$ cat src/rtl/hash_probe.sv
// hash_probe: two-beat bucket lookup over three hash tables.
// Beat-0 hits win over beat-1; within a beat table 1 > 2 > 3.
module hash_probe #(
    parameter int KEY_W   = 40,
    parameter int VAL_W   = 16,
    parameter int TIMEOUT = 8
) (
    input  logic                   clk,
    input  logic                   reset,
    input  logic                   key_valid,
    input  logic [KEY_W-1:0]       key,
    output logic                   key_ready,
    input  logic                   hash_value_valid,
    input  logic [8:0]             hash_1,
    input  logic [8:0]             hash_2,
    input  logic [8:0]             hash_3,
    output logic                   rd_en_1,
    output logic                   rd_en_2,
    output logic                   rd_en_3,
    output logic [8:0]             rd_addr_1,
    output logic [8:0]             rd_addr_2,
    output logic [8:0]             rd_addr_3,
    input  logic [KEY_W+VAL_W:0]   rd_data_1,
    input  logic [KEY_W+VAL_W:0]   rd_data_2,
    input  logic [KEY_W+VAL_W:0]   rd_data_3,
    output logic                   lookup_done,
    output logic                   lookup_hit,
    output logic [VAL_W-1:0]       hit_value,
    output logic [1:0]             hit_table,
    output logic [8:0]             hit_addr,
    output logic                   proto_err,
    output logic                   key_overrun
);

    localparam int ENT_W = KEY_W + VAL_W + 1;
    localparam int TMO_W = $clog2(TIMEOUT + 1);

    typedef enum logic [1:0] {S_IDLE, S_WAIT_B0, S_WAIT_B1, S_CMP} state_t;

    state_t             state_q, state_d;
    logic [KEY_W-1:0]   key_q, key_d, key_cmp_q, key_cmp_d;
    logic [TMO_W-1:0]   tmo_q, tmo_d;
    logic [8:0]         iss1_q, iss1_d, iss2_q, iss2_d, iss3_q, iss3_d;
    logic               fnd_q, fnd_d;
    logic [1:0]         fnd_tbl_q, fnd_tbl_d;
    logic [8:0]         fnd_addr_q, fnd_addr_d;
    logic [VAL_W-1:0]   fnd_val_q, fnd_val_d;
    logic               done_q, done_d, hit_q, hit_d;
    logic [VAL_W-1:0]   val_q, val_d;
    logic [1:0]         tbl_q, tbl_d;
    logic [8:0]         addr_q, addr_d;
    logic               perr_q, perr_d, ovr_q, ovr_d;

    logic               issue;
    logic [KEY_W-1:0]   cmp_key;
    logic               m1, m2, m3, b_hit;
    logic [1:0]         b_tbl;
    logic [8:0]         b_addr;
    logic [VAL_W-1:0]   b_val;

    function automatic logic ent_hit(input logic [ENT_W-1:0] e,
                                     input logic [KEY_W-1:0] k);
        return e[ENT_W-1] && (e[ENT_W-2:VAL_W] == k);
    endfunction

    assign key_ready = (state_q == S_IDLE) || (state_q == S_CMP);

    // Table priority within one beat, against whichever key owns the data.
    always_comb begin
        cmp_key = (state_q == S_CMP) ? key_cmp_q : key_q;
        m1      = ent_hit(rd_data_1, cmp_key);
        m2      = ent_hit(rd_data_2, cmp_key);
        m3      = ent_hit(rd_data_3, cmp_key);
        b_hit   = m1 | m2 | m3;
        b_tbl   = 2'd0;
        b_addr  = '0;
        b_val   = '0;
        if (m1) begin
            b_tbl  = 2'd1;
            b_addr = iss1_q;
            b_val  = rd_data_1[VAL_W-1:0];
        end else if (m2) begin
            b_tbl  = 2'd2;
            b_addr = iss2_q;
            b_val  = rd_data_2[VAL_W-1:0];
        end else if (m3) begin
            b_tbl  = 2'd3;
            b_addr = iss3_q;
            b_val  = rd_data_3[VAL_W-1:0];
        end
    end

    always_comb begin
        state_d    = state_q;
        key_d      = key_q;
        key_cmp_d  = key_cmp_q;
        tmo_d      = tmo_q;
        iss1_d     = iss1_q;
        iss2_d     = iss2_q;
        iss3_d     = iss3_q;
        fnd_d      = fnd_q;
        fnd_tbl_d  = fnd_tbl_q;
        fnd_addr_d = fnd_addr_q;
        fnd_val_d  = fnd_val_q;
        done_d     = 1'b0;
        hit_d      = hit_q;
        val_d      = val_q;
        tbl_d      = tbl_q;
        addr_d     = addr_q;
        perr_d     = 1'b0;
        ovr_d      = key_valid & ~key_ready;
        issue      = 1'b0;

        unique case (state_q)
            S_IDLE: begin
                perr_d = hash_value_valid;
                if (key_valid) begin
                    key_d   = key;
                    state_d = S_WAIT_B0;
                end
            end
            S_WAIT_B0: begin
                if (hash_value_valid) begin
                    if (!hash_1[8]) begin
                        issue   = 1'b1;
                        state_d = S_WAIT_B1;
                    end else begin
                        perr_d  = 1'b1;
                        state_d = S_IDLE;
                    end
                end else if (tmo_q == TMO_W'(TIMEOUT - 1)) begin
                    perr_d  = 1'b1;
                    state_d = S_IDLE;
                end else begin
                    tmo_d = tmo_q + 1'b1;
                end
            end
            S_WAIT_B1: begin
                if (!fnd_q && b_hit) begin
                    fnd_d      = 1'b1;
                    fnd_tbl_d  = b_tbl;
                    fnd_addr_d = b_addr;
                    fnd_val_d  = b_val;
                end
                if (hash_value_valid && hash_1[8]) begin
                    issue     = 1'b1;
                    key_cmp_d = key_q;
                    state_d   = S_CMP;
                end else begin
                    perr_d  = 1'b1;
                    state_d = S_IDLE;
                end
            end
            S_CMP: begin
                done_d = 1'b1;
                perr_d = hash_value_valid;
                if (fnd_q) begin
                    hit_d  = 1'b1;
                    tbl_d  = fnd_tbl_q;
                    addr_d = fnd_addr_q;
                    val_d  = fnd_val_q;
                end else begin
                    hit_d  = b_hit;
                    tbl_d  = b_tbl;
                    addr_d = b_addr;
                    val_d  = b_val;
                end
                if (key_valid) begin
                    key_d   = key;
                    state_d = S_WAIT_B0;
                end else begin
                    state_d = S_IDLE;
                end
            end
        endcase

        // A fresh key starts a clean lookup.
        if (key_valid && key_ready) begin
            tmo_d      = '0;
            fnd_d      = 1'b0;
            fnd_tbl_d  = 2'd0;
            fnd_addr_d = '0;
            fnd_val_d  = '0;
        end
        if (issue) begin
            iss1_d = hash_1;
            iss2_d = hash_2;
            iss3_d = hash_3;
        end
    end

    assign rd_en_1   = issue;
    assign rd_en_2   = issue;
    assign rd_en_3   = issue;
    assign rd_addr_1 = issue ? hash_1 : 9'd0;
    assign rd_addr_2 = issue ? hash_2 : 9'd0;
    assign rd_addr_3 = issue ? hash_3 : 9'd0;

    always_ff @(posedge clk or negedge reset) begin
        if (!reset) begin
            state_q    <= S_IDLE;
            key_q      <= '0;
            key_cmp_q  <= '0;
            tmo_q      <= '0;
            iss1_q     <= '0;
            iss2_q     <= '0;
            iss3_q     <= '0;
            fnd_q      <= 1'b0;
            fnd_tbl_q  <= 2'd0;
            fnd_addr_q <= '0;
            fnd_val_q  <= '0;
            done_q     <= 1'b0;
            hit_q      <= 1'b0;
            val_q      <= '0;
            tbl_q      <= 2'd0;
            addr_q     <= '0;
            perr_q     <= 1'b0;
            ovr_q      <= 1'b0;
        end else begin
            state_q    <= state_d;
            key_q      <= key_d;
            key_cmp_q  <= key_cmp_d;
            tmo_q      <= tmo_d;
            iss1_q     <= iss1_d;
            iss2_q     <= iss2_d;
            iss3_q     <= iss3_d;
            fnd_q      <= fnd_d;
            fnd_tbl_q  <= fnd_tbl_d;
            fnd_addr_q <= fnd_addr_d;
            fnd_val_q  <= fnd_val_d;
            done_q     <= done_d;
            hit_q      <= hit_d;
            val_q      <= val_d;
            tbl_q      <= tbl_d;
            addr_q     <= addr_d;
            perr_q     <= perr_d;
            ovr_q      <= ovr_d;
        end
    end

    assign lookup_done = done_q;
    assign lookup_hit  = hit_q;
    assign hit_value   = val_q;
    assign hit_table   = tbl_q;
    assign hit_addr    = addr_q;
    assign proto_err   = perr_q;
    assign key_overrun = ovr_q;

endmodule

$ cat config.mk
export PLATFORM = sky130hd
export DESIGN_NAME = hash_probe
export DESIGN_NICKNAME = d
export VERILOG_FILES = /design/src/rtl/hash_probe.sv
export SDC_FILE = /design/constraint.sdc
export NUM_CORES = 1
export LEC_CHECK = 0
export BUFFER_PORTS_ARGS = -buffer_cell sky130_fd_sc_hd__buf_2
export CAP_MARGIN = 20
export CORE_ASPECT_RATIO = 0.5
export CORE_UTILIZATION = 57
export CTS_BUF_LIST = sky130_fd_sc_hd__clkbuf_4
export CTS_CLUSTER_DIAMETER = 80
export DETAILED_ROUTE_END_ITERATION = 6
export PLACE_DENSITY = 0.94
export SETUP_SLACK_MARGIN = 0.02
export SKIP_CTS_REPAIR_TIMING = 1
export SYNTH_ARGS = -nofsm -noshare
export SYNTH_HDL_FRONTEND = slang
export SYNTH_SLANG_ARGS = --single-unit
$ cat constraint.sdc
create_clock -name clk -period 8.38 [get_ports clk]
set_input_delay 1.676 -clock clk [delete_from_list [all_inputs] [get_ports clk]]
set_output_delay 1.676 -clock clk [all_outputs]
set_load 0.05 [all_outputs]
-- Word level (Yosys, flattened, before mapping)
Index checks and enable logic that the tools add are counted.
- flip-flop bits (word level): 172
- input bits: 242
- output and inout bits: 62
- logic and storage cells: 102
- add/subtract/negate cells: 1
- equal/unequal tests: 11
- muxes and demuxes: 50
- bitwise operators: 4
- reductions and logical operators: 18
- operator list (cell ; count):
    $eq A40 B40 Y1 ; 3
    $mux W16 ; 7
    $mux W9 ; 10
    $mux W40 ; 1
    $mux W2 ; 12
    $mux W4 ; 4
    $mux W1 ; 13
    $pmux W2 S4 ; 1
    $reduce_and A2 Y1 ; 4
    $logic_and A1 B1 Y1 ; 6
    $reduce_bool A2 Y1 ; 3
    $add A4 B1 Y4 const B ; 1
    $eq A2 B2 Y1 const B ; 2
    $eq A4 B3 Y1 const B ; 1
    $ne A2 B1 Y1 const B ; 2
    $ne A3 B3 Y1 const B ; 1
    $pmux W1 S3 ; 1
    $reduce_and A3 Y1 ; 1
    $eq A2 B1 Y1 const B ; 1
    $logic_not A2 Y1 ; 1
    $ne A2 B2 Y1 const B ; 1
    $or A1 B1 Y1 ; 2
    $pmux W1 S2 ; 1
    $reduce_or A2 Y1 ; 1
    4 further kinds ; 4

-- Logic depth before layout (Yosys ltp)
- word-level depth: 10
- depth in mapped cells: 13
- depth with buffers taken out: 9

-- Least setup slack after synthesis
No wires, ideal clock.
- kind: input -> output
- start: input hash_1[8]
- end: output rd_addr_2[7]
- arrival: 3.510 ns
- data required time: 6.704 ns
- path slack: 3.194 ns
- cell stages on the path: 5
- buffers on the path: 1
- cell sequence: mux2_2 -> nand2_1 -> nor2_1 -> clkbuf_1 -> and2_1
- longest elaborated chain between the ends: 4
- elaborated cells between the ends (all ways): 6
- those cells by class: mux (5); reduce/logical (1)
- ends and longest elaborated chain (item ; RTL line ; source):
    start: declaration ; 14 ; input logic [8:0] hash_1,
    $mux W1 / $logic_and A1 B1 Y1 (equally long branches) ; 124, 145 ;
    $mux W1, on equally long branches ; 123, 145 ;
    $pmux W1 S2 (*) ; 114 ; unique case (state_q)
    named net rd_en_1 ; 17 ; output logic rd_en_1,
    $mux W9 (*) ; 196 ; assign rd_addr_2 = issue ? hash_2 : 9'd0;
    end: declaration ; 21 ; output logic [8:0] rd_addr_2,
Mark *: on every way through the listed nets, which the timed path passes. The rest lies on a longest branch.

-- Worst setup path in the final report
- start: input hash_1[8]
- end: output rd_addr_2[6]
- longest elaborated chain between the ends: 4
- elaborated cells between the ends (all ways): 6
- those cells by class: mux (5); reduce/logical (1)
- ends and longest elaborated chain (item ; RTL line):
    $mux W1 / $logic_and A1 B1 Y1 (equally long branches) ; 124, 145
    $mux W1, on equally long branches ; 123, 145
    $pmux W1 S2 (*) ; 114
    $mux W9 (*) ; 196
Mark *: on every way between the ends. The rest lies on a longest branch, timed or not.

==> summary.md <==
| Metric | Value |
|---|---|
| Run status | completed |
| Mapped cell area | 9504 um2 |
| Hpwl dp | 19600 um |
| Max FO, Critical Path | 30 |
| Synthesized Nets | roughly 1100 |
| NetSw | 0.001637 W |
| CP required | 6.70 ns |
| Initial antenna violation count | 2 |
| Core Area | 15860 um2 |
| Ys Warns | 0 |
| DRC | 0 |
| Crit path buffers/inverters | 3 |
| Setup repair after global routing missed its margin | false |
| Post-Syn Instances | 888 |
| Yosys cell types | 36 |
| Worst path most repeated cell | buf_2 |
| First-pass iteration count of the detailed router | 5 |
| Share of power burned in registers | 37.0% |
| Power Total | 0.003742 W |
| Total Routing Usage GR | 31.52% |
| Power density over the cells | 326.1 nW/um2 |
| Root Driver | clkbuf_4 |
| LEAKAGE | 4.986 nW |
| Max_cap viols | 0 |
| F_max | 194.1 MHz |
| Xor and xnor area share after synthesis | around 11% |
| # port buffers | 303 |
| CP Cell Sequence | buf_2, mux2_2, nand2_1, nor2_4, buf_4, and2_1, buf_2 |
| Final Hold Vio Count | 0 |
| Routed WL per cell | 19.08 um |
| TritonCTS Buffers | 17 |
| Final Slew Violations | 0 |
| FILL cells | around 1200 |
| Avg Cell Area, Syn | between 10 and 15 um2 |
| Synth Flop Type | dfrtp_1 |
| Clk pwr share | 12.9% |
| Seq. cell area | 4305 um2 |
| Synth Area in Compound Gates | 9.663% |
| Via Count | 8160 |
| Worst Setup Start Kind | primary input |
| Synth async-reset ratio | 100.0% |
| 1st-iter DRT viols | approximately 580 |
| Largest family of logic cells by synthesized area | multiplexers |
| Die height | 93.31 um |
| Area of the multi-input gates | 4949 um2 |
| Clock sink count | 172 |
| Mean number of vias per cell | approximately 5.8 |
| Max incr delay on CP | 0.47 ns |
| Min-Delay Path Class | reg2reg |
| Logic pwr share | 50.1% |
| Post-synthesis sequential area ratio | 45.29% |
| Post-Route WL | 26640 um |
| Proportion of synthesized area in mux cells | between 10% and 20% |
| Vias in the first global route | approximately 8200 |
| Post-synth EDFFs | 0 |
| Family with the most delay on the worst path | buffers and inverters |
| Die Wd | 184.6 um |
| Initial Util | about three fifths |
| Slew at the pin with the worst max-slew slack | 1.102 ns |
| Final Skew | 0.02733 ns |
| #FFs+latches synth | 172 |
| Worst VDD drop | ~180 uV |
| Worst skew pair latency | 0.57 ns |
| Clock transition at the registers of the reported paths | 0.13 ns |
| Global route overflow | 0 |
| Final setup vio count | 0 |
| Crit Path Category | in2out |
| Tmin final | 5.153 ns |
| Post-DRT Antenna Nets | 0 |
| Htree depth | 4 |
| Setup_tns | 0 ns |
| Largest net degree at the start of global routing | 117 |
| Pint | 0.002105 W |
| Longest Clk Path Bufs | 2 |
| Die ar. | 17230 um2 |
| Net Sw Frac | approximately 44% |
| # nets final | 1409 |
| Setup crit end kind | output port |
| Global-route wire length before repair | 41190 um |
| Synth-to-Final Area Change | 20.75% |
| Slew margin rel. | 26.51% |
| Worst path arrival time | 3.48 ns |
| Final Cycle Share | 61.49% |
| Post-Synth Adder-Cell Area | 0.7899% |
| Max stage delay cell, worst path | nor2_4 |
| Share of layout cells above drive strength 1 | 40.29% |
| Cell Rows | 32 |
| I/O Pins | between 300 and 400 |
| Post-Synth Simple-Gate Area | around an eighth |
| Final GP Congestion | 0.9174 |
| CTS tree | built |
==> through the flow <==
step / std cells / cell area (um2) / utilization (%) / hold WS (ns) / setup WS, ns
after floorplan: 888 / 9504 / - / 0.4791 / 3.194
after CTS: 1394 / 11450 / 72.19 / 0.5232 / 3.251
after detailed placement: 1362 / 11160 / 70.41 / 0.4932 / 3.260
final: 1396 / 11480 / 72.38 / 0.5210 / 3.227
after global routing: 1396 / 11480 / 72.38 / 0.5324 / 3.121
after global placement: 1361 / 11140 / 70.28 / 0.4863 / 3.350
==> layout by cell type (no fill, tap or decap), types with 7 or more instances in the layout <==
cell	n
a21oi_1	34
a311o_1	50
a31oi_1	26
and2_1	28
buf_2	302
buf_4	8
clkbuf_4	18
dfrtp_1	171
inv_1	8
mux2_2	109
mux2i_1	34
mux2i_2	7
nand2_1	82
nand3_1	30
nor2_1	59
nor4_1	28
xnor2_1	118
==> area by class of cell <==
class	count	share of cell area [%]
tap	221	2.410
antenna	1	0.02181
clock inverter	14	1.287
sequential	172	37.52
timing repair buffer	313	14.21
inverter	8	0.2617
multi-input combinational	649	43.12
clock buffer	18	1.178
==> cell usage after synthesis, drive strengths merged (2+ instances only) <==
cell type / instances / area share, %
a211oi: 2 / 0.16
a21oi: 34 / 1.8
a311o: 50 / 5.3
a31oi: 26 / 1.7
and2: 31 / 2.0
buf: 28 / 1.7
clkbuf: 31 / 1.2
dfrtp: 172 / 45
ha: 6 / 0.79
inv: 8 / 0.32
mux2: 109 / 13
mux2i: 41 / 4.6
nand2: 82 / 3.2
nand3: 31 / 1.6
nand4: 5 / 0.33
nor2: 60 / 2.4
nor2b: 2 / 0.13
nor3: 5 / 0.26
nor4: 29 / 2.0
o21ai: 4 / 0.21
o31ai: 3 / 0.24
or3: 2 / 0.13
xnor2: 118 / 11
xor2: 4 / 0.37
==> metal layers <==
metal  part of all wire [%]  global-route usage (%)
met4                    2.9                   11.85
met2                     50                   54.87
met5                      0                       0
met1                     40                   39.06
met3                    7.2                   6.308
==> final timing paths <==
| check | start | to | slack [ns] | depth (start not counted) |
|---|---|---|---|---|
| max in group asynchronous | reset | key_q[7]$_DFFE_PN0P_ | 6.49 | 2 |
| min in group asynchronous | reset | key_q[10]$_DFFE_PN0P_ | 0.92 | 1 |
| hold reg to reg | key_cmp_q[24]$_DFFE_PN0P_ | key_cmp_q[24]$_DFFE_PN0P_ | 0.52 | 1 |
| setup reg to reg | state_q[1]$_DFFE_PN0P_ | hit_table[0]$_DFFE_PN0P_ | 3.43 | 10 |
| setup / recovery | hash_1[8] | rd_addr_2[6] | 3.23 | 7 |
| hold / removal | key_cmp_q[24]$_DFFE_PN0P_ | key_cmp_q[24]$_DFFE_PN0P_ | 0.52 | 1 |
==> registers in the layout (all words and copies together) (netlist names), 2 cells and up <==
signal and flops:
hit_value 16, tmo_q 4, hit_table 2, fnd_val_q 16, fnd_addr_q 9, hit_addr 9
iss2_q 9, state_q 2, fnd_tbl_q 2, iss1_q 9, key_cmp_q 40, iss3_q 9
key_q 40
==> power groups by stage <==
stage	Clock, W	Combinational (W)	Sequential (W)
after global routing	0.000522	0.00200	0.00143
after floorplan	0	0.00115	0.00159
final	0.000483	0.00188	0.00138
after detailed placement	0	0.00187	0.00140
after global placement	0	0.00180	0.00137
after CTS	0.000490	0.00187	0.00138
==> cell families after synthesis <==
family / count (synthesis)
XOR/XNOR: 122
adder cells (fa/ha/maj): 6
flip-flops: 172
AO/OA/AOI/OAI: 122
buffers and inverters: 67
AND/OR/NAND/NOR: 249
multiplexers: 150
Note: power is estimated with default switching activity, not from simulation.
